**src/rtl/dmem_port_arbiter_pkg.sv**
```systemverilog
// dmem_port_arbiter_pkg: shared widths and FSM states for the MEM-stage data-memory arbiter.
package dmem_port_arbiter_pkg;
   localparam int DMEM_ADDR_W    = 8;
   localparam int DMEM_DATA_W    = 32;
   localparam int CONFLICT_CNT_W = 16;
   typedef enum logic {IDLE, SECOND} arb_state_e;
endpackage

```
**src/rtl/dmem_port_arbiter_sat_counter.sv**
```systemverilog
// sat_counter: saturating event counter with synchronous clear and asynchronous active-low reset.
module sat_counter #(
   parameter int CNT_W = 16
) (
   input  logic             clk,
   input  logic             reset,
   input  logic             inc_i,
   input  logic             clear_i,
   output logic [CNT_W-1:0] cnt_o
);
   logic [CNT_W-1:0] cnt_q, cnt_d;
   always_comb cnt_d = clear_i ? '0 : (inc_i && cnt_q != '1) ? cnt_q + 1'b1 : cnt_q;
   always_ff @(posedge clk or negedge reset)
      if (!reset) cnt_q <= '0;
      else cnt_q <= cnt_d;
   assign cnt_o = cnt_q;
endmodule

```
**src/rtl/dmem_port_arbiter.sv**
```systemverilog
// dmem_port_arbiter: serialises dual-lane loads/stores onto a single-port data memory,
// lane 0 first, buffering lane 0 read data so both lanes write back together.
module dmem_port_arbiter
   import dmem_port_arbiter_pkg::*;
#(
   parameter int ADDR_W = DMEM_ADDR_W,
   parameter int DATA_W = DMEM_DATA_W,
   parameter int CNT_W  = CONFLICT_CNT_W
) (
   input  logic              clk,
   input  logic              reset,
   input  logic              req0_i,
   input  logic              req1_i,
   input  logic              we0_i,
   input  logic              we1_i,
   input  logic [ADDR_W-1:0] addr0_i,
   input  logic [ADDR_W-1:0] addr1_i,
   input  logic [DATA_W-1:0] wdata0_i,
   input  logic [DATA_W-1:0] wdata1_i,
   output logic [ADDR_W-1:0] mem_addr_o,
   output logic              mem_we_o,
   output logic [DATA_W-1:0] mem_wdata_o,
   input  logic [DATA_W-1:0] mem_rdata_i,
   output logic [DATA_W-1:0] rdata0_o,
   output logic [DATA_W-1:0] rdata1_o,
   output logic              stall_o,
   output logic              wb_en_o,
   output logic [CNT_W-1:0]  conflict_cnt_o
);
   arb_state_e        state_q, state_d;
   logic [DATA_W-1:0] hold_q, hold_d;
   logic              sec, conflict, lane1;
   // Reset gates conflict and write so nothing is issued while the pipeline is being reset.
   always_comb begin
      sec         = state_q == SECOND;
      conflict    = reset && !sec && req0_i && req1_i;
      lane1       = sec || (!req0_i && req1_i);
      mem_addr_o  = lane1 ? addr1_i : addr0_i;
      mem_wdata_o = lane1 ? wdata1_i : wdata0_i;
      mem_we_o    = reset && (lane1 ? (req1_i && we1_i) : (req0_i && we0_i));
      rdata0_o    = sec ? hold_q : mem_rdata_i;
      rdata1_o    = mem_rdata_i;
      stall_o     = conflict;
      wb_en_o     = !conflict;
      state_d     = conflict ? SECOND : IDLE;
      hold_d      = conflict ? mem_rdata_i : hold_q;
   end
   always_ff @(posedge clk or negedge reset)
      if (!reset) begin
         state_q <= IDLE;
         hold_q  <= '0;
      end else begin
         state_q <= state_d;
         hold_q  <= hold_d;
      end
   sat_counter #(.CNT_W(CNT_W)) u_cnt (
      .clk     (clk),
      .reset   (reset),
      .inc_i   (conflict),
      .clear_i (1'b0),
      .cnt_o   (conflict_cnt_o)
   );
endmodule

```
**config.mk**
```make
export PLATFORM = sky130hd
export DESIGN_NAME = dmem_port_arbiter
export DESIGN_NICKNAME = d
export VERILOG_FILES = /design/src/rtl/dmem_port_arbiter_pkg.sv /design/src/rtl/dmem_port_arbiter_sat_counter.sv /design/src/rtl/dmem_port_arbiter.sv
export SDC_FILE = /design/constraint.sdc
export NUM_CORES = 1
export LEC_CHECK = 0
export ABC_AREA = 1
export CORE_MARGIN = 2
export CORE_UTILIZATION = 37
export CTS_BUF_LIST = sky130_fd_sc_hd__clkbuf_8
export CTS_CLUSTER_DIAMETER = 80
export CTS_CLUSTER_SIZE = 24
export DETAILED_ROUTE_END_ITERATION = 10
export PLACE_DENSITY = 0.79
export SKIP_LAST_GASP = 1
export SLEW_MARGIN = 20
export SYNTH_ARGS = -nofsm -noshare
export SYNTH_HDL_FRONTEND = slang
export SYNTH_HIERARCHICAL = 1
export SYNTH_SLANG_ARGS = --single-unit
```
**constraint.sdc**
```tcl
create_clock -name clk -period 2.4 [get_ports clk]
set_clock_uncertainty 0.15 [all_clocks]
set_input_delay 0.6 -clock clk [delete_from_list [all_inputs] [get_ports clk]]
set_output_delay 0.6 -clock clk [all_outputs]
set_load 0.02 [all_outputs]
```
Word-level counts from Yosys, hierarchy flattened
Cells that the tools add are included.
W data, S select, Z words.
- logic and storage cells: 22
- register bits after elaboration: 49
- reductions and logical operators: 12
- equality and inequality tests: 1
- mux-type cells: 5
- add/subtract/negate cells: 1
- operators with widths (cell ; count):
    $mux W32 ; 2
    $add A16 B1 Y16 const B ; 1
    $ne A16 B16 Y1 const B ; 1
    $logic_and A1 B1 Y1 ; 8
    $mux W8 ; 1
    $logic_not A1 Y1 ; 3
    $mux W1 ; 2
    $logic_or A1 B1 Y1 ; 1

Longest topological paths before layout
Gate-level depths: netlist (run 1).
- word-level depth: 5
- depth in mapped cells: 11
- gate-level depth less buffers: 9

Modules after synthesis
The synthesis (run 1) kept the hierarchy.
- by module, submodules not included (module ; times used ; cells an instance ; area each (µm²)):
    dmem_port_arbiter ; 1 ; 420 ; 2531.2
    sat_counter ; 1 ; 144 ; 1037.2

Least setup slack after synthesis (run 1)
OpenSTA, ideal clock, no wires.
- kind: in2reg
- start point: in req0_i
- end point: reg u_cnt.cnt_q[10], in the netlist u_cnt/cnt_o[10]
- stages: 10
- arrival: 1.867 ns
- path buffers: 2
- slack: 0.317 ns
- setup time: 0.066 ns
- cells stage by stage: inv_2 -> nor2_8 -> nand2_2 -> buf_2 -> inv_1 -> inv_1 -> nor2_1 -> buf_2 -> nand4_1 -> nand2_1
- longest elaborated chain between the ends: 3
- ends and longest elaborated chain (element ; line ; source):
    start: declaration ; dmem_port_arbiter.sv:12 ; input logic req0_i,
    $logic_and A1 B1 Y1 (2 in series) ; dmem_port_arbiter.sv:36 ; conflict = reset && !sec && req0_i && req1_i;
    named net stall_o ; dmem_port_arbiter.sv:26 ; output logic stall_o,
    $logic_and A1 B1 Y1 ; dmem_port_arbiter_sat_counter.sv:12 ; always_comb cnt_d = clear_i ? '0 : (inc_i && cnt_q != '1) ? cnt_q + 1'b1 : cnt_q;
    end signal: assignment ; dmem_port_arbiter_sat_counter.sv:15 ; else cnt_q <= cnt_d;
    end: declaration ; dmem_port_arbiter_sat_counter.sv:11 ; logic [CNT_W-1:0] cnt_q, cnt_d;
The timed path passes the listed nets, and every way through them passes these cells.
A chain may end at the register's enable or synchronous reset.

Worst setup path after layout (run 1)
- start point: in req1_i
- end point: out mem_addr_o[6]
- longest elaborated chain between the ends: 3
- ends and longest elaborated chain (element ; line ; source):
    start: declaration ; dmem_port_arbiter.sv:13 ; input logic req1_i,
    $logic_and A1 B1 Y1 ; dmem_port_arbiter.sv:37 ; lane1 = sec || (!req0_i && req1_i);
    $logic_or A1 B1 Y1 ; dmem_port_arbiter.sv:37 ;
    $mux W8 ; dmem_port_arbiter.sv:38 ; mem_addr_o = lane1 ? addr1_i : addr0_i;
    end: declaration ; dmem_port_arbiter.sv:20 ; output logic [ADDR_W-1:0] mem_addr_o,
No other way between the ends.

==> out/qor.txt, run 1 <==
status: finished, final reports clean
simple-gate area share of the yosys netlist: 48.6%
CTS max path bufs: 2
# nets final: 927
largest net degree at the start of global routing: 42
post-synth cell types: 27
number of diodes: 0
part of the power in registers: 39.8%
Residual DRC: 0
total congestion overflow: 0
vias per inst: 4.76
Leakage: 3.26 nW
Yosys top cell area share: 36.0%
clock share of power: 19.5%
worst r2r src: sec
Syn. warnings: 6
Net Sw Frac: 35.1%
number of synthesized flops with an enable pin: 0
HP Class: in -> async
main combinational cell family by area after synthesis: simple AND/OR/NAND/NOR gates
final worst slack: 12.9 ps
CTS Sinks: 49
Worst Setup Start Kind: input port
Final min period: 2390 ps
peak supply drop: 235 uV
layout cell share with drive strength beyond 1: 15.7%
number of buffers created by CTS: 5
crit path from: req1_i
core area: 9280 um2
Die ar.: 10400 um2
Max Freq: 419 MHz
WP data arrival: 1640 ps
initial antenna violation count: 0
CP endpoint kind: output pin
root buffer cell: clkbuf_8
CP Class: in -> out
logic gate share of total power: 40.7%
Design Area, Final: 6060 um2
H-tree levels: 2
Die H: 102 um
Mapped Area: 3570 um2
ANT nets after route: 0
Port Buffers: 240
top post-synthesis cells by count: nand2_1 (342), dfrtp_1 (49), nand3_1 (44)
max_cap viols: 0
CTS hold repair buffers: 0
Final Cycle Share: 99.5%
Yosys reg bits: 49
I/O pin total: 241
RD Place Congestion: 0.841
synthesized instance count: 564
Slew Viols, Final: 0
Detailed Place HPWL: 10400 um
synth top area cells: nand2_1 (36%), dfrtp_1 (34%), buf_4 (6.7%), nand3_1 (6.2%), buf_2 (2.8%)
initial DRC count: 138
Rows: 35
worst relative slew slack: 65.5%
prevailing post-synth register cell: dfrtp_1
drt wl/cell: 14.6 um
post-synthesis adder-cell area fraction: 0.351%
Max FO, Critical Path: 24
Compound-Gate Fraction of Synth Area: 1.58%
Reg clk slew, reported paths: 90 ps
Initial Utilization: 38.4%
Area growth syn-to-layout: 69.9%
required time of the critical path: 1650 ps
worst skew pair latency: 300 ps
Placed Instance Area: 6110 um2
vias: 4464
mux share of post-synthesis cell area: 0%
most frequent cell after synthesis: nand2_1
Setup-failing EPs final: 0
Die Wd: 102 um
Post-Synth XOR/XNOR Area: 1.23%
TritonCTS clock tree: built
sequential-to-total area share from yosys stat: 34.4%
actual slew at the worst max-slew pin: 518 ps
Final Hold Fails: 0
vias in the first global route: 4243
switching power: 0.859 mW
setup tns final: 0 ps
largest area contributor in the netlist: nand2_1
Pre-antenna DRT Iters: 4
first-pass GRT wire length: 20300 um
Syn Area/Cell: 6.33 um2
Synth async-reset ratio: 100%
pre-CTS setup slack: -625 ps
Pint: 1.59 mW
Fill cells: 880
Power Density: 403 nW/um2
Final Routed Wirelength: 13700 um
gr usage total: 24.5%
-- placed cells by master (no fill, tap or decap), types with 3 or more instances in the layout --
cell type,synthesis,layout
inv_1,13,14
conb_1,1,3
xor2_1,3,3
nand4_1,9,9
buf_4,32,55
clkdlybuf4s15_1,0,5
nand3_1,44,44
nor2_1,16,16
inv_2,3,3
clkbuf_8,0,5
buf_2,20,31
buf_12,1,3
o21ai_0,4,4
nand2_4,3,4
dfrtp_1,49,49
clkbuf_2,0,3
nand2_2,4,6
dlygate4sd2_1,0,59
nand2_1,342,339
clkdlybuf4s50_1,0,130
-- path summary, 6_finish.rpt --
path | to | slack [ps] | depth (start not counted)
min reg2reg | hold_q[19] | 330 | 2
max | mem_addr_o[6] | 10 | 8
min in group clk | hold_q[19] | 330 | 2
min | hold_q[28] | 130 | 2
max reg2reg | u_cnt/cnt_o[0] | 480 | 10
max in group asynchronous | hold_q[0] | 1450 | 2
-- routing by layer --
metal / up-vias / global-route usage [%] / wire (um)
met2: 184 / 46.2 / 7150
met4: 0 / 7.18 / 348
li1: 2188 / - / -
met5: - / 0 / 0
met3: 28 / 5.47 / 1080
met1: 2064 / 27.3 / 5120
-- cell families after synthesis --
kind of cell             count (synthesis)
adder cells (fa/ha/maj)                  1
buffers and inverters                   77
AO/OA/AOI/OAI                            8
flip-flops                              49
AND/OR/NAND/NOR                        423
XOR/XNOR                                 5
other                                    1
-- through the flow --
step | std cells | hold WS, ps | total power, mW | utilization (%)
after floorplan | 566 | 154 | 1.48 | -
after CTS | 937 | 107 | 2.44 | 64.8
after global placement | 925 | 305 | 2.03 | 65.8
after detailed placement | 925 | 309 | 2.05 | 65.8
final | 938 | 126 | 2.45 | 65.3
after global routing | 938 | 115 | 2.60 | 65.3
-- state kept, by name, indices dropped and copies added (netlist names) --
signal,count
hold_q,32
sec,1
u_cnt/cnt_o,16
-- cell type report --
cell class	count	area, um2	area share, %
Clock buffer	5	68.8	1.13
Clock inverter	3	13.8	0.227
Inverter	18	72.6	1.20
Multi-Input combinational cell	440	1870	30.8
Sequential cell	49	1230	20.2
Tap cell	129	161	2.66
Timing Repair Buffer	294	2650	43.7
-- what timing repair did --
| item | 4_1_cts | 5_1_grt |
|---|---|---|
| gates resized for setup | 242 | 22 |
| setup endpoints to repair | 107 | 45 |
| gates cloned | 2 | 1 |
| endpoints found under the hold margin | 0 | 0 |
| pin swaps | 1 | 1 |
| buffers inserted | 2 | 0 |
-- critical path, cell delays in order --
cell and delay (ps):
dlygate4sd2_1 280, inv_1 60, nand2_1 80, nand2_4 90, buf_12 150, nand2_1 100
nand2_1 90, buf_2 170
-- power groups by stage --
stage | clock, mW | combinational [mW] | sequential, mW
2_1_floorplan | 0 | 0.501 | 0.977
3_3_place_gp | 0 | 1.04 | 0.985
3_5_place_dp | 0 | 1.06 | 0.990
4_1_cts | 0.491 | 0.979 | 0.974
5_1_grt | 0.528 | 1.08 | 0.987
6_report | 0.477 | 0.995 | 0.974
(Power assumes the default switching activity.)
==> run 2: changes to the inputs <==
--- a/config.mk
+++ b/config.mk
@@ -10,7 +10,7 @@
 export CORE_UTILIZATION = 37
 export CTS_BUF_LIST = sky130_fd_sc_hd__clkbuf_8
 export CTS_CLUSTER_DIAMETER = 80
-export CTS_CLUSTER_SIZE = 24
+export CTS_CLUSTER_SIZE = 12
 export DETAILED_ROUTE_END_ITERATION = 10
 export PLACE_DENSITY = 0.79
 export SKIP_LAST_GASP = 1
==> results of run 2 <==
The final DEF is identical to that of run 1; final timing and power are the same.
==> run 3: changes to the inputs <==
--- a/config.mk
+++ b/config.mk
@@ -12,6 +12,7 @@
 export CTS_CLUSTER_DIAMETER = 80
 export CTS_CLUSTER_SIZE = 12
 export DETAILED_ROUTE_END_ITERATION = 10
+export MAX_ROUTING_LAYER = met4
 export PLACE_DENSITY = 0.79
 export SKIP_LAST_GASP = 1
 export SLEW_MARGIN = 20
==> run 3 against run 2 <==
Effect of this change:
- die area is the same
- critical path depth shrank 1
- combinational power shrank 0.8%
- via count shrank 2.6%
- largest cell class unchanged
- sequential share of layout area grew 0.083 points
- core utilization shrank 0.20 points
- maximum frequency grew 0.25%
- critical path type unchanged
==> out/qor.txt, run 3 (synthesis gave the netlist of run 1 again) <==
max_cap viols: 0 (unchanged)
CTS hold repair buffers: 0 (unchanged)
worst hold slack: 93.9 ps (-32.1 ps)
layout cell share with drive strength beyond 1: 15.9% (+0.16 points)
Final Cycle Share: 99.2% (-0.25 points)
Final min period: 2380 ps (-6.00 ps)
number of diodes: 0 (unchanged)
Area growth syn-to-layout: 69.4%
CP Class: in -> out
H-tree levels: 2 (unchanged)
Residual DRC: 0 (unchanged)
RSZ-0062 raised after global routing: true
number of buffers created by CTS: 5 (unchanged)
Design Area, Final: 6040 um2 (-0.31%)
Worst R2R Setup Slack: 550 ps (+70 ps)
total congestion overflow: 0 (unchanged)
Rows: 35 (unchanged)
TritonCTS clock tree: built
Power Density: 405 nW/um2 (+0.54%)
Die Wd: 102 um (unchanged)
pre-CTS setup slack: -615 ps (+9.22 ps)
Net Sw Frac: 35.4% (+0.21 points)
root buffer cell: clkbuf_8
# nets final: 925 (-0.22%)
Port Buffers: 240 (unchanged)
clock share of power: 19.9% (+0.4 points)
actual slew at the worst max-slew pin: 538 ps (+20.2 ps)
Leakage: 3.25 nW (-0.50%)
Die ar.: 10400 um2 (unchanged)
Max Freq: 420 MHz (+0.25%)
total power: 2.45 mW (+0.23%)
switching power: 0.866 mW (+0.82%)
first-pass GRT wire length: 20500 um (+0.89%)
M1 WL: 5350 um (+4.5%)
Worst path most repeated cell: nand2_1
Pint: 1.58 mW (about the same)
worst skew pair latency: 300 ps (about the same)
status: finished, final reports clean
family with the most delay on the worst path: buffers and inverters
max reg flops: 32 (unchanged)
Final Routed Wirelength: 13600 um (-0.72%)
Fill cells: 870 (-1.1%)
Most flops, register: hold_q
core area: 9280 um2 (unchanged)
CP endpoint kind: output pin
gr usage total: 25.7% (+1.2 points)
worst-path cell chain: dlygate4sd2_1, nand2_2, nand2_4, bufbuf_16, nand2_1, nand2_1, buf_4
metal2 WL: 7170 um (+0.28%)
slowest stage delay, CP: 290 ps (about the same)
CTS Sinks: 49 (unchanged)
logic gate share of total power: 40.3% (-0.4 points)
Detailed Place HPWL: 10400 um (-0.22%)
WL met3: 790 um (-27%)
RD Place Congestion: 0.845 (+0.43%)
WP data arrival: 1630 ps (about the same)
commonest non-fill, non-tap cell in the layout: nand2_1
Worst Setup Start Kind: input port
Pre-antenna DRT Iters: 4 (unchanged)
vias: 4349 (-2.6%)
Reg clk slew, reported paths: 90 ps (about the same)
Max FO, Critical Path: 14 (-42%)
peak supply drop: 269 uV (+14%)
Die H: 102 um (unchanged)
Placed Instance Area: 6100 um2 (-0.12%)
DR top layer: met4
Setup-failing EPs final: 0 (unchanged)
HP Class: in -> async
slowest cell on the critical path: bufbuf_16
I/O pin total: 241 (unchanged)
largest net degree at the start of global routing: 44 (+4.8%)
CP bufs+invs: 3 (-1)
ANT nets after route: 0 (unchanged)
CTS max path bufs: 2 (unchanged)
Final Hold Fails: 0 (unchanged)
Initial Utilization: 38.4% (unchanged)
commonest cells after routing, fill and taps aside: nand2_1 (338), clkdlybuf4s50_1 (130), dlygate4sd2_1 (57)
vias per inst: 4.65 (-2.4%)
drt wl/cell: 14.5 um (-0.50%)
final worst slack: 18.9 ps (+6.00 ps)
vias in the first global route: 4144 (-2.3%)
worst relative slew slack: 64.1% (-1.3 points)
initial antenna violation count: 0 (unchanged)
initial DRC count: 164 (+19%)
Slew Viols, Final: 0 (unchanged)
part of the power in registers: 39.8% (about the same)
required time of the critical path: 1650 ps (about the same)
-- run 3: path summary, 6_finish.rpt --
kind	end	from	cells past startpoint
setup / recovery	mem_addr_o[5]	req0_i	7
hold / removal	hold_q[5]	reset	2
setup reg to reg	u_cnt/cnt_o[0]	u_cnt/cnt_o[1]	9
hold reg to reg	hold_q[27]	hold_q[27]	2
max in group asynchronous	sec	reset	2
min in group clk	hold_q[27]	hold_q[27]	2
-- run 3: worst reg2reg max path, delay by kind of cell (launching register included) --
family / cells / cell delay, ps
buf+inv: 1 / 170
compound gates: 1 / 100
simple gates: 6 / 680
flops: 1 / 430
fa+ha+maj: 1 / 200
-- run 3: routing by layer --
layer	track usage, %	vias up
met1	29.9	1979
met4	6.67	0
met2	46.0	164
met5	-	-
li1	-	2184
met3	4.24	22
-- run 3: power by group through the flow --
stage	Clock (mW)	Sequential, mW	Combinational [mW]
after floorplan	0	0.977	0.501
after global placement	0	0.985	1.04
after detailed placement	0	0.990	1.06
after CTS	0.501	0.975	0.998
after global routing	0.536	0.987	1.07
final	0.488	0.975	0.987
-- run 3: what timing repair did --
action,CTS,global route
buffers inserted,1,1
endpoints found under the setup margin,107,63
gates resized for setup,232,36
gates cloned,3,0
pin swaps,1,1
-- run 3: cell type report --
type | count | area [um2] | area share, %
repair buffers | 292 | 2630 | 43.4
clock buffers | 5 | 68.8 | 1.14
well taps | 129 | 161 | 2.67
clock inverters | 3 | 17.5 | 0.290
flip-flops and latches | 49 | 1230 | 20.3
multi-input cells | 440 | 1870 | 31.0
inverters | 18 | 72.6 | 1.20
-- run 3: per-stage QoR --
step,std cells,utilization (%),TNS [ps]
after floorplan,566,-,0
after global placement,924,65.7,-32150
after detailed placement,924,65.7,-34090
after CTS,936,65.8,-10.8
after global routing,936,65.1,-56.1
final,936,65.1,0
